[config.mk]
export PLATFORM = sky130hd
export DESIGN_NAME = demux21_buf_flat
export DESIGN_NICKNAME = d
export VERILOG_FILES = /design/src/rtl/demux21_buf_if.sv /design/src/rtl/demux21_buf.sv /design/src/flat_wrapper.sv
export SDC_FILE = /design/constraint.sdc
export NUM_CORES = 1
export LEC_CHECK = 0
export CAP_MARGIN = 20
export CORE_MARGIN = 1.5
export CORE_UTILIZATION = 55
export CTS_BUF_LIST = sky130_fd_sc_hd__clkbuf_16
export DETAILED_ROUTE_END_ITERATION = 12
export PLACE_DENSITY = 0.85
export SYNTH_ARGS = -nofsm -noshare
export SYNTH_HDL_FRONTEND = slang
export SYNTH_SLANG_ARGS = --single-unit
[constraint.sdc]
create_clock -name clk -period 8.4 [get_ports clk]
set_clock_uncertainty 0.1 [all_clocks]
set_input_delay 0.84 -clock clk [delete_from_list [all_inputs] [get_ports clk]]
set_output_delay 0.84 -clock clk [all_outputs]
set_load 0.02 [all_outputs]
[src/rtl/demux21_buf_if.sv]
// demux21_buf_if: bundles the producer stream, both consumer streams and
// the delivery counters of the 1:2 buffered demultiplexer.
// master = producer/consumer side, slave = the demultiplexer itself.
interface demux21_buf_if #(
   parameter int WIDTH = 32
);
   logic             in_valid;
   logic             in_ready;
   logic [WIDTH-1:0] D;
   logic             S;
   logic             out1_valid;
   logic             out1_ready;
   logic [WIDTH-1:0] Y1;
   logic             out2_valid;
   logic             out2_ready;
   logic [WIDTH-1:0] Y2;
   logic [15:0]      cnt1;
   logic [15:0]      cnt2;

   modport master (
      output in_valid, D, S, out1_ready, out2_ready,
      input  in_ready, out1_valid, Y1, out2_valid, Y2, cnt1, cnt2
   );

   modport slave (
      input  in_valid, D, S, out1_ready, out2_ready,
      output in_ready, out1_valid, Y1, out2_valid, Y2, cnt1, cnt2
   );
endinterface

[src/rtl/demux21_buf.sv]
// demux21_buf: registered 1:2 demultiplexer. Each word on the input stream
// is steered by S into one of two independent 2-entry FIFOs (S=0 -> output 1,
// S=1 -> output 2), so a stalled consumer never blocks the other one.
// Optional feature: define DEMUX21_COUNT_EN to build the per-output delivery
// counters cnt1/cnt2; otherwise they read as zero.
module demux21_buf #(
   parameter int WIDTH = 32
) (
   input logic         clk,
   input logic         rst_n,
   demux21_buf_if.slave bus
);

   logic [WIDTH-1:0] mem1 [2];
   logic [WIDTH-1:0] mem2 [2];
   logic             head1, tail1, head2, tail2;
   logic [1:0]       occ1, occ2;
   logic             push1, push2, pop1, pop2;

   // Handshake decode: in_ready looks only at S and registered occupancy,
   // keeping the consumer readies out of the producer-side timing path.
   always_comb begin
      bus.in_ready   = bus.S ? (occ2 != 2'd2) : (occ1 != 2'd2);
      bus.out1_valid = (occ1 != 2'd0);
      bus.out2_valid = (occ2 != 2'd0);
      bus.Y1         = (occ1 != 2'd0) ? mem1[head1] : '0;
      bus.Y2         = (occ2 != 2'd0) ? mem2[head2] : '0;
      push1          = bus.in_valid & bus.in_ready & ~bus.S;
      push2          = bus.in_valid & bus.in_ready &  bus.S;
      pop1           = bus.out1_valid & bus.out1_ready;
      pop2           = bus.out2_valid & bus.out2_ready;
   end

   // FIFO 1: write at tail, read at head; simultaneous push/pop keeps occupancy.
   always_ff @(posedge clk) begin
      if (!rst_n) begin
         occ1    <= 2'd0;
         head1   <= 1'b0;
         tail1   <= 1'b0;
         mem1[0] <= '0;
         mem1[1] <= '0;
      end else begin
         if (push1) begin
            mem1[tail1] <= bus.D;
            tail1       <= ~tail1;
         end
         if (pop1) head1 <= ~head1;
         case ({push1, pop1})
            2'b10:   occ1 <= occ1 + 2'd1;
            2'b01:   occ1 <= occ1 - 2'd1;
            default: occ1 <= occ1;
         endcase
      end
   end

   // FIFO 2: same structure as FIFO 1, fed when S=1.
   always_ff @(posedge clk) begin
      if (!rst_n) begin
         occ2    <= 2'd0;
         head2   <= 1'b0;
         tail2   <= 1'b0;
         mem2[0] <= '0;
         mem2[1] <= '0;
      end else begin
         if (push2) begin
            mem2[tail2] <= bus.D;
            tail2       <= ~tail2;
         end
         if (pop2) head2 <= ~head2;
         case ({push2, pop2})
            2'b10:   occ2 <= occ2 + 2'd1;
            2'b01:   occ2 <= occ2 - 2'd1;
            default: occ2 <= occ2;
         endcase
      end
   end

`ifdef DEMUX21_COUNT_EN
   logic [15:0] count1, count2;

   // Delivery counters: one increment per pop, natural 16-bit wrap.
   always_ff @(posedge clk) begin
      if (!rst_n) begin
         count1 <= 16'h0000;
         count2 <= 16'h0000;
      end else begin
         if (pop1) count1 <= count1 + 16'd1;
         if (pop2) count2 <= count2 + 16'd1;
      end
   end

   assign bus.cnt1 = count1;
   assign bus.cnt2 = count2;
`else
   assign bus.cnt1 = 16'h0000;
   assign bus.cnt2 = 16'h0000;
`endif

endmodule

[src/flat_wrapper.sv]
// flat-port wrapper written by rule: the top's interface ports become plain ports
module demux21_buf_flat 
#(
   parameter int WIDTH = 32
)
  (clk, rst_n, bus_in_valid, bus_D, bus_S, bus_out1_ready, bus_out2_ready, bus_in_ready, bus_out1_valid, bus_Y1, bus_out2_valid, bus_Y2, bus_cnt1, bus_cnt2);
  demux21_buf_if #(.WIDTH(WIDTH)) bus_i ();
  input logic clk;
  input logic rst_n;
  input wire logic [$bits(bus_i.in_valid)-1:0] bus_in_valid;
  input wire logic [$bits(bus_i.D)-1:0] bus_D;
  input wire logic [$bits(bus_i.S)-1:0] bus_S;
  input wire logic [$bits(bus_i.out1_ready)-1:0] bus_out1_ready;
  input wire logic [$bits(bus_i.out2_ready)-1:0] bus_out2_ready;
  output wire logic [$bits(bus_i.in_ready)-1:0] bus_in_ready;
  output wire logic [$bits(bus_i.out1_valid)-1:0] bus_out1_valid;
  output wire logic [$bits(bus_i.Y1)-1:0] bus_Y1;
  output wire logic [$bits(bus_i.out2_valid)-1:0] bus_out2_valid;
  output wire logic [$bits(bus_i.Y2)-1:0] bus_Y2;
  output wire logic [$bits(bus_i.cnt1)-1:0] bus_cnt1;
  output wire logic [$bits(bus_i.cnt2)-1:0] bus_cnt2;
  assign bus_i.in_valid = bus_in_valid;
  assign bus_i.D = bus_D;
  assign bus_i.S = bus_S;
  assign bus_i.out1_ready = bus_out1_ready;
  assign bus_i.out2_ready = bus_out2_ready;
  assign bus_in_ready = bus_i.in_ready;
  assign bus_out1_valid = bus_i.out1_valid;
  assign bus_Y1 = bus_i.Y1;
  assign bus_out2_valid = bus_i.out2_valid;
  assign bus_Y2 = bus_i.Y2;
  assign bus_cnt1 = bus_i.cnt1;
  assign bus_cnt2 = bus_i.cnt2;
  demux21_buf #(.WIDTH(WIDTH)) u_core (.clk(clk), .rst_n(rst_n), .bus(bus_i));
endmodule
Word level (Yosys, flattened, before mapping)
Memory sizes are Yosys's and may differ from the RTL's. A register that Yosys moved wholly into a read port is not among the register bits.
Cells that the tools add are included.
W data, S select, Z words.
{"block": "word_totals", "elab_cells": 56, "input_bits": 38, "ram_bits": 128, "output_inout_bits": 99, "memories": 2, "reg_bits": 8}
{"memory": "u_core.mem1", "words": 2, "word_bits": 32, "read_ports": 1, "rd_ports_with_merged_regs": 1, "wr": 2, "line": "demux21_buf.sv:14", "rtl": "logic [WIDTH-1:0] mem1 [2];"}
{"memory": "u_core.mem2", "words": 2, "word_bits": 32, "read_ports": 1, "rd_ports_with_merged_regs": 1, "wr": 2, "line": "demux21_buf.sv:15", "rtl": "logic [WIDTH-1:0] mem2 [2];"}
{"block": "op_classes", "n_eq_ne": 6, "n_mux": 22, "addsub": 4, "bitwise_logic": 10, "n_reduce_logical": 6}
{"cell": "$mux W32", "count": 4}
{"cell": "$reduce_or A32 Y1", "count": 2}
{"cell": "$mux W1", "count": 16}
{"cell": "$pmux W2 S2", "count": 2}
{"cell": "$reduce_bool A2 Y1", "count": 4}
{"cell": "$and A1 B1 Y1", "count": 5}
{"cell": "$not A1 Y1", "count": 5}
{"cell": "$add A2 B1 Y2 const B", "count": 2}
{"cell": "$eq A2 B1 Y1 const B", "count": 2}
{"cell": "$eq A2 B2 Y1 const B", "count": 2}
{"cell": "$ne A2 B2 Y1 const B", "count": 2}
{"cell": "$sub A2 B1 Y2 const B", "count": 2}

Longest topological paths before layout
Gate-level depths: netlist (run 1).
{"block": "logic_depth", "ltp_word": 9, "ltp_mapped": 6}

Least setup slack after synthesis (run 1)
No wires, ideal clock.
{"block": "synth_timing", "path_type": "input port to flip-flop", "start": "input port bus_S", "end": "memory u_core.mem1[0][0], enable pin", "slack_ns": 4.422, "n_path_buf": 0, "arrival_time_ns": 3.412, "stages": 3, "required_time_ns": 7.834, "path_cell_list": "and2b_2 nand2_1 o21ai_0"}
{"item": "from (decl)", "line": "flat_wrapper.sv:12", "rtl": "input wire logic [$bits(bus_i.S)-1:0] bus_S;"}
{"item": "to (decl)", "line": "demux21_buf.sv:14"}

==> results.json, run 1 <==
{
  "status": "complete, no violations",
  "tightest_slew_ns": 1.09,
  "grt_pass1_wl_um": 21600,
  "fin_crit_ns": 3.46,
  "routed_via_density": 5.37,
  "dr.pass1.iters": 5,
  "dpl_worst_slack_ns": 5.13,
  "final_nets": 648,
  "tns_ns": 0,
  "cts.clk_slew.worst_paths_ns": 0.06,
  "critPathLaunchType": "flip-flop",
  "cap_viol_max_count": 0,
  "via_count": 4096,
  "fmax_mhz": 289,
  "syn_area_mm2": 0.00647,
  "grt_max_degree": 34,
  "start_util_pct": 56.4,
  "criticalPathCategory": "flip-flop to primary output",
  "pwr-share-clk_pct": 33.4,
  "p_int_mw": 1.64,
  "final_antenna_net_count": 0,
  "pwr-share-seq_pct": 38.8,
  "p_comb_share_pct": 27.9,
  "ctsResizeCount": 0,
  "worstPathArrival_ns": 2.52,
  "vdd_drop_max_uv": 250,
  "row_count": 39,
  "crit_fanout": 32,
  "cts_tree": "yes",
  "hold_depth": 2,
  "antenna_found_initial": 0,
  "powerDensity_mw_per_mm2": 289,
  "pin_count": 137,
  "setup_violations": 0,
  "cts-root-buf": "clkbuf_16",
  "post-cts-setup-buffers": 0,
  "fin_crit_sh_pct": 41.2,
  "place_inst": 730,
  "core_mm2": 0.0115,
  "async_flop_share_pct": 0,
  "synth.distinct_cells": 33,
  "end_kind": "primary output",
  "ys_warn_count": 0,
  "synth_area_per_cell_um2": 12.8,
  "yosysSeqAreaShare_pct": 62.5,
  "holdBufCountCts": 0,
  "wire_per_inst_um": 18.4,
  "r2r_slack_ns": 6.05,
  "reg2reg_depth": 3,
  "drc": 0,
  "drt-initial-drc-count": 278,
  "hp-start": "u_core.head1",
  "globalplace.congestion": 0.768,
  "fin_ws_ns": 4.94,
  "synth_flop_cell": "edfxtp_1",
  "cts.path.max_buffers": 2,
  "insertion_delay_ns": 0.40,
  "synth-seq-cells": 138,
  "switchingPower_mw": 0.727,
  "routed_wl_um": 14000,
  "grt_pass1_vias": 4221,
  "cts-htree-levels": 4,
  "worstPathRequired_ns": 7.46,
  "dieArea_mm2": 0.0124,
  "diodes": 0,
  "drive_above_1_share_pct": 9.35,
  "overflow": 0,
  "die_h_um": 111,
  "gr-usage-all-layers_pct": 22.8,
  "r2r_start": "u_core.occ2[0]",
  "fp.dieW_um": 111,
  "cts_made_buffers": 17,
  "p_leak_nw": 3.06,
  "layout.cells.non_filler": 763,
  "min_path_type": "flip-flop to flip-flop",
  "hold_viol": 0,
  "rsz0062_at_grt": "false",
  "drv_slew": 0,
  "syn-instance-count": 507,
  "portBuffers": 104,
  "slew_headroom_pct": 27.0,
  "synth_edf_count": 128,
  "switching_share_pct": 30.6,
  "place.detailed.hpwl_um": 8550,
  "areaGrowthSynthToFinish_pct": 26.9,
  "cts_sinks": 138
}
## area by class of cell
| class | count | area, um^2 |
|---|---|---|
| inverter | 7 | 26.3 |
| multi-input combinational | 335 | 2210 |
| fill | 749 | 3260 |
| clock buffer | 17 | 425 |
| clock inverter | 14 | 206 |
| timing repair buffer | 109 | 1110 |
| tap | 143 | 179 |
| sequential | 138 | 4050 |
## state kept, by name (all words and copies together) (netlist names), named ones only
register,count
u_core.occ2,2
u_core.head1,1
u_core.mem2,64
u_core.head2,1
u_core.tail1,1
u_core.mem1,64
u_core.occ1,2
u_core.tail2,1
## metrics by stage
step | utilization, % | cell area (um^2) | total power [mW] | hold slack (ns)
after floorplan | - | 6580 | 1.31 | 0.372
after global placement | 65.7 | 7530 | 1.57 | 0.385
after detailed placement | 65.7 | 7530 | 1.59 | 0.408
after CTS | 71.2 | 8160 | 2.37 | 0.422
after global routing | 71.6 | 8210 | 2.45 | 0.451
final | 71.6 | 8210 | 2.37 | 0.412
## worst paths after layout
check | to
setup / recovery | bus_Y1[31]
setup reg to reg | u_core.mem2[1][11]
hold / removal | u_core.head1
hold reg to reg | u_core.head1
## Yosys cell counts, types with 3 or more instances
library cell	instances	share of area, %
mux2i_1	65	10
xor2_1	4	0.54
clkbuf_2	11	0.85
and2_2	9	1.0
dfxtp_1	10	3.1
buf_2	6	0.46
buf_4	32	3.7
edfxtp_1	128	59
nor2_1	74	4.3
and4b_1	3	0.46
and2_1	118	11
inv_1	5	0.29
o21ai_0	7	0.54
nand2_1	3	0.17
clkbuf_1	9	0.52
## critical path, cell delays in order, from the launching register on
cell,delay (ns)
dfxtp_2,1.02
mux2i_1,0.21
nor2_1,0.21
clkdlybuf4s50_1,0.64
## power groups by stage
stage / Sequential [mW] / Clock, mW / Combinational (mW)
5_1_grt: 0.930 / 0.822 / 0.702
2_1_floorplan: 0.861 / 0 / 0.446
4_1_cts: 0.922 / 0.790 / 0.662
3_5_place_dp: 0.935 / 0 / 0.654
6_report: 0.920 / 0.791 / 0.661
3_3_place_gp: 0.928 / 0 / 0.638
## metal layers
metal / vias up / wire length (um) / GRT usage (%) / part of all wire, %
li1: 1873 / - / - / -
met1: 2007 / 5300 / 26.1 / 38
met2: 191 / 7610 / 41.6 / 54
met3: 25 / 797 / 4.41 / 5.7
met4: 0 / 304 / 9.96 / 2.2
met5: - / 0 / 0 / 0
## placed cells by master, fill, tap and decap left out, types with 2 or more instances in the layout
| cell | Yosys | final |
|---|---|---|
| edfxtp_1 | 128 | 128 |
| and2_1 | 118 | 118 |
| clkdlybuf4s50_1 | 0 | 104 |
| nor2_1 | 74 | 72 |
| mux2i_1 | 65 | 65 |
| conb_1 | 1 | 32 |
| clkbuf_16 | 0 | 17 |
| and2_2 | 9 | 9 |
| inv_1 | 5 | 8 |
| dfxtp_1 | 10 | 8 |
| bufinv_16 | 0 | 5 |
| o21ai_0 | 7 | 4 |
| xor2_1 | 4 | 4 |
| o21ai_4 | 0 | 3 |
| nor4_4 | 2 | 3 |
| and4b_1 | 3 | 3 |
| clkinvlp_4 | 0 | 3 |
| buf_4 | 32 | 3 |
| nand2_1 | 3 | 2 |
| nor2_4 | 0 | 2 |
| xnor2_1 | 2 | 2 |
| or3_1 | 2 | 2 |
| a21oi_1 | 2 | 2 |
| ha_1 | 2 | 2 |
| dfxtp_2 | 0 | 2 |
## kinds of logic after synthesis
kind of cell             synth area share (%)
AND/OR/NAND/NOR                          19.2
other                                  0.0580
adder cells (fa/ha/maj)                 0.387
XOR/XNOR                                0.813
buffers and inverters                    5.96
flip-flops                               62.5
multiplexers                             10.1
AO/OA/AOI/OAI                           0.948
Note: power is estimated with default switching activity, not from simulation.
==> run 2, diff against run 1 <==
--- a/config.mk
+++ b/config.mk
@@ -7,10 +7,10 @@
 export LEC_CHECK = 0
 export CAP_MARGIN = 20
 export CORE_MARGIN = 1.5
-export CORE_UTILIZATION = 55
+export CORE_UTILIZATION = 46
 export CTS_BUF_LIST = sky130_fd_sc_hd__clkbuf_16
 export DETAILED_ROUTE_END_ITERATION = 12
-export PLACE_DENSITY = 0.85
+export PLACE_DENSITY = 0.76
 export SYNTH_ARGS = -nofsm -noshare
 export SYNTH_HDL_FRONTEND = slang
 export SYNTH_SLANG_ARGS = --single-unit
==> constraint.sdc (replaced) <==
create_clock -name clk -period 2.88 [get_ports clk]
set_clock_uncertainty 0.1 [all_clocks]
set_input_delay 0.288 -clock clk [delete_from_list [all_inputs] [get_ports clk]]
set_output_delay 0.288 -clock clk [all_outputs]
set_load 0.02 [all_outputs]
==> run 2 against run 1 <==
- wire length decreased by 4.2%
- sequential power grew to 2.8 times the previous value
- cell area increased by 1.1%
- via count down 2.3%
- critical path depth unchanged
- clock power increased to 2.7 times the previous value
- hold slack got worse by 0.0087 ns
- sequential share of layout area down 0.56 points
- register-to-register slack lost 5.3 ns
- first-iteration DRC count is 27% lower
- die area is 19% higher
- global-route usage fell by 3.8 points
==> results.json, run 2 (synthesis results as in run 1) <==
{
  "criticalPathCategory": "flip-flop to primary output",
  "final_antenna_net_count": 0,
  "p_leak_nw": 3.10,
  "worstPathRequired_ns": 2.49,
  "critPathLaunchType": "flip-flop",
  "insertion_delay_ns": 0.41,
  "routed_wl_um": 13400,
  "final_common_cell": "edfxtp_1",
  "fin_crit_ns": 2.62,
  "status": "complete, no violations",
  "fmax_mhz": 382,
  "final_area_mm2": 0.00830,
  "pwr-share-clk_pct": 31.7,
  "portBuffers": 104,
  "vdd_drop_max_uv": 465,
  "holdBufCountCts": 0,
  "cts.clk_slew.worst_paths_ns": 0.05,
  "cts_tree": "yes",
  "wire_per_inst_um": 16.5,
  "worstPathArrival_ns": 2.23,
  "pwr-share-seq_pct": 37.1,
  "core_mm2": 0.0138,
  "place_area_mm2": 0.00771,
  "crit_path_max_incr_delay_ns": 0.67,
  "cap_viol_max_count": 0,
  "rsz0062_at_grt": "false",
  "p_int_mw": 4.73,
  "drt-initial-drc-count": 202,
  "switching_share_pct": 30.6,
  "drive_above_1_share_pct": 10.1,
  "pin_count": 137,
  "crit_fanout": 33,
  "tightest_slew_ns": 0.839,
  "place.detailed.hpwl_um": 8960,
  "p_comb_share_pct": 31.2,
  "grt_pass1_wl_um": 20700,
  "setup_violations": 0,
  "cts-root-buf": "clkbuf_16",
  "routed_via_density": 4.93,
  "final_nets": 659,
  "via_count": 4001,
  "total_power_mw": 6.82,
  "most-common-layout-cells": "edfxtp_1, and2_1, clkdlybuf4s50_1, nor2_1, mux2i_1",
  "fp.dieW_um": 122,
  "grt_max_degree": 34,
  "cp_num_buf_inv": 1,
  "drc": 0,
  "ctsResizeCount": 0,
  "cpMaxStageDelayCell": "nor2_4",
  "cts_made_buffers": 17,
  "min_path_type": "flip-flop to flip-flop",
  "hold_viol": 0,
  "post-cts-setup-buffers": 0,
  "cts.path.max_buffers": 2,
  "diodes": 0,
  "dr.pass1.iters": 4,
  "slew_headroom_pct": 43.9,
  "reg.largest.list": "u_core.mem1: 64 flops, u_core.mem2: 64 flops",
  "cts-htree-levels": 4,
  "drv_slew": 0,
  "dieArea_mm2": 0.0148,
  "cp_top_family": "simple AND/OR/NAND/NOR gates",
  "powerDensity_mw_per_mm2": 821,
  "cts_sinks": 138,
  "areaGrowthSynthToFinish_pct": 28.4,
  "path_cells": "nor2_4 -> nor2_1 -> clkdlybuf4s50_1",
  "die_h_um": 122,
  "antenna_found_initial": 0,
  "start_util_pct": 46.8,
  "grt_pass1_vias": 3913,
  "fin_crit_sh_pct": 90.9,
  "end_kind": "primary output",
  "row_count": 43,
  "globalplace.congestion": 0.780,
  "overflow": 0,
  "gr-usage-all-layers_pct": 19.0,
  "switchingPower_mw": 2.09
}
-- run 2: final timing paths --
path | startpoint | endpoint | slack [ns] | cells past startpoint
worst max-delay path | u_core.occ2[0] | bus_Y2[26] | 0.26 | 3
worst max register to register | u_core.occ2[1] | u_core.occ2[1] | 0.79 | 5
worst min register to register | u_core.head1 | u_core.head1 | 0.40 | 2
worst min-delay path | u_core.head1 | u_core.head1 | 0.40 | 2
-- run 2: metal layers --
metal	global-route usage, %	wire (um)	share of wire [%]
met1	23.4	5660	42
met5	0	0	0
met3	5.76	747	5.6
met2	31.8	6830	51
met4	7.06	195	1.5
-- run 2: cell type report --
class / count / area [um^2]
clock inverter: 15 / 166
sequential: 138 / 4050
tap: 180 / 225
clock buffer: 17 / 425
fill: 1065 / 5520
timing repair buffer: 120 / 1200
multi-input combinational: 335 / 2210
inverter: 7 / 26.3
-- run 2: power groups by stage --
stage                     logic, mW  registers, mW  clock network [mW]
after floorplan                1.30           2.51                   0
after global placement         2.10           2.56                   0
after detailed placement       2.14           2.57                   0
after CTS                      2.14           2.53                2.19
after global routing           2.28           2.55                2.28
final                          2.13           2.53                2.16
-- run 2: metrics by stage --
| step | hold WS (ns) | util (%) | setup TNS (ns) | worst slack, ns | instances |
|---|---|---|---|---|---|
| after CTS | 0.409 | 60.0 | 0 | 0.228 | 812 |
| after global routing | 0.438 | 60.0 | 0 | 0.106 | 812 |
| after floorplan | 0.372 | - | -45.14 | -0.705 | 538 |
| final | 0.404 | 60.0 | 0 | 0.263 | 812 |
| after global placement | 0.388 | 55.8 | 0 | 0.586 | 780 |
| after detailed placement | 0.395 | 55.8 | 0 | 0.509 | 780 |
-- run 2: worst register-to-register path: cells and delay by family (launching register included) --
family	cells	cell delay, ns
compound gates	1	0.14
fa+ha+maj	1	0.33
flops	1	0.41
simple gates	3	1.04
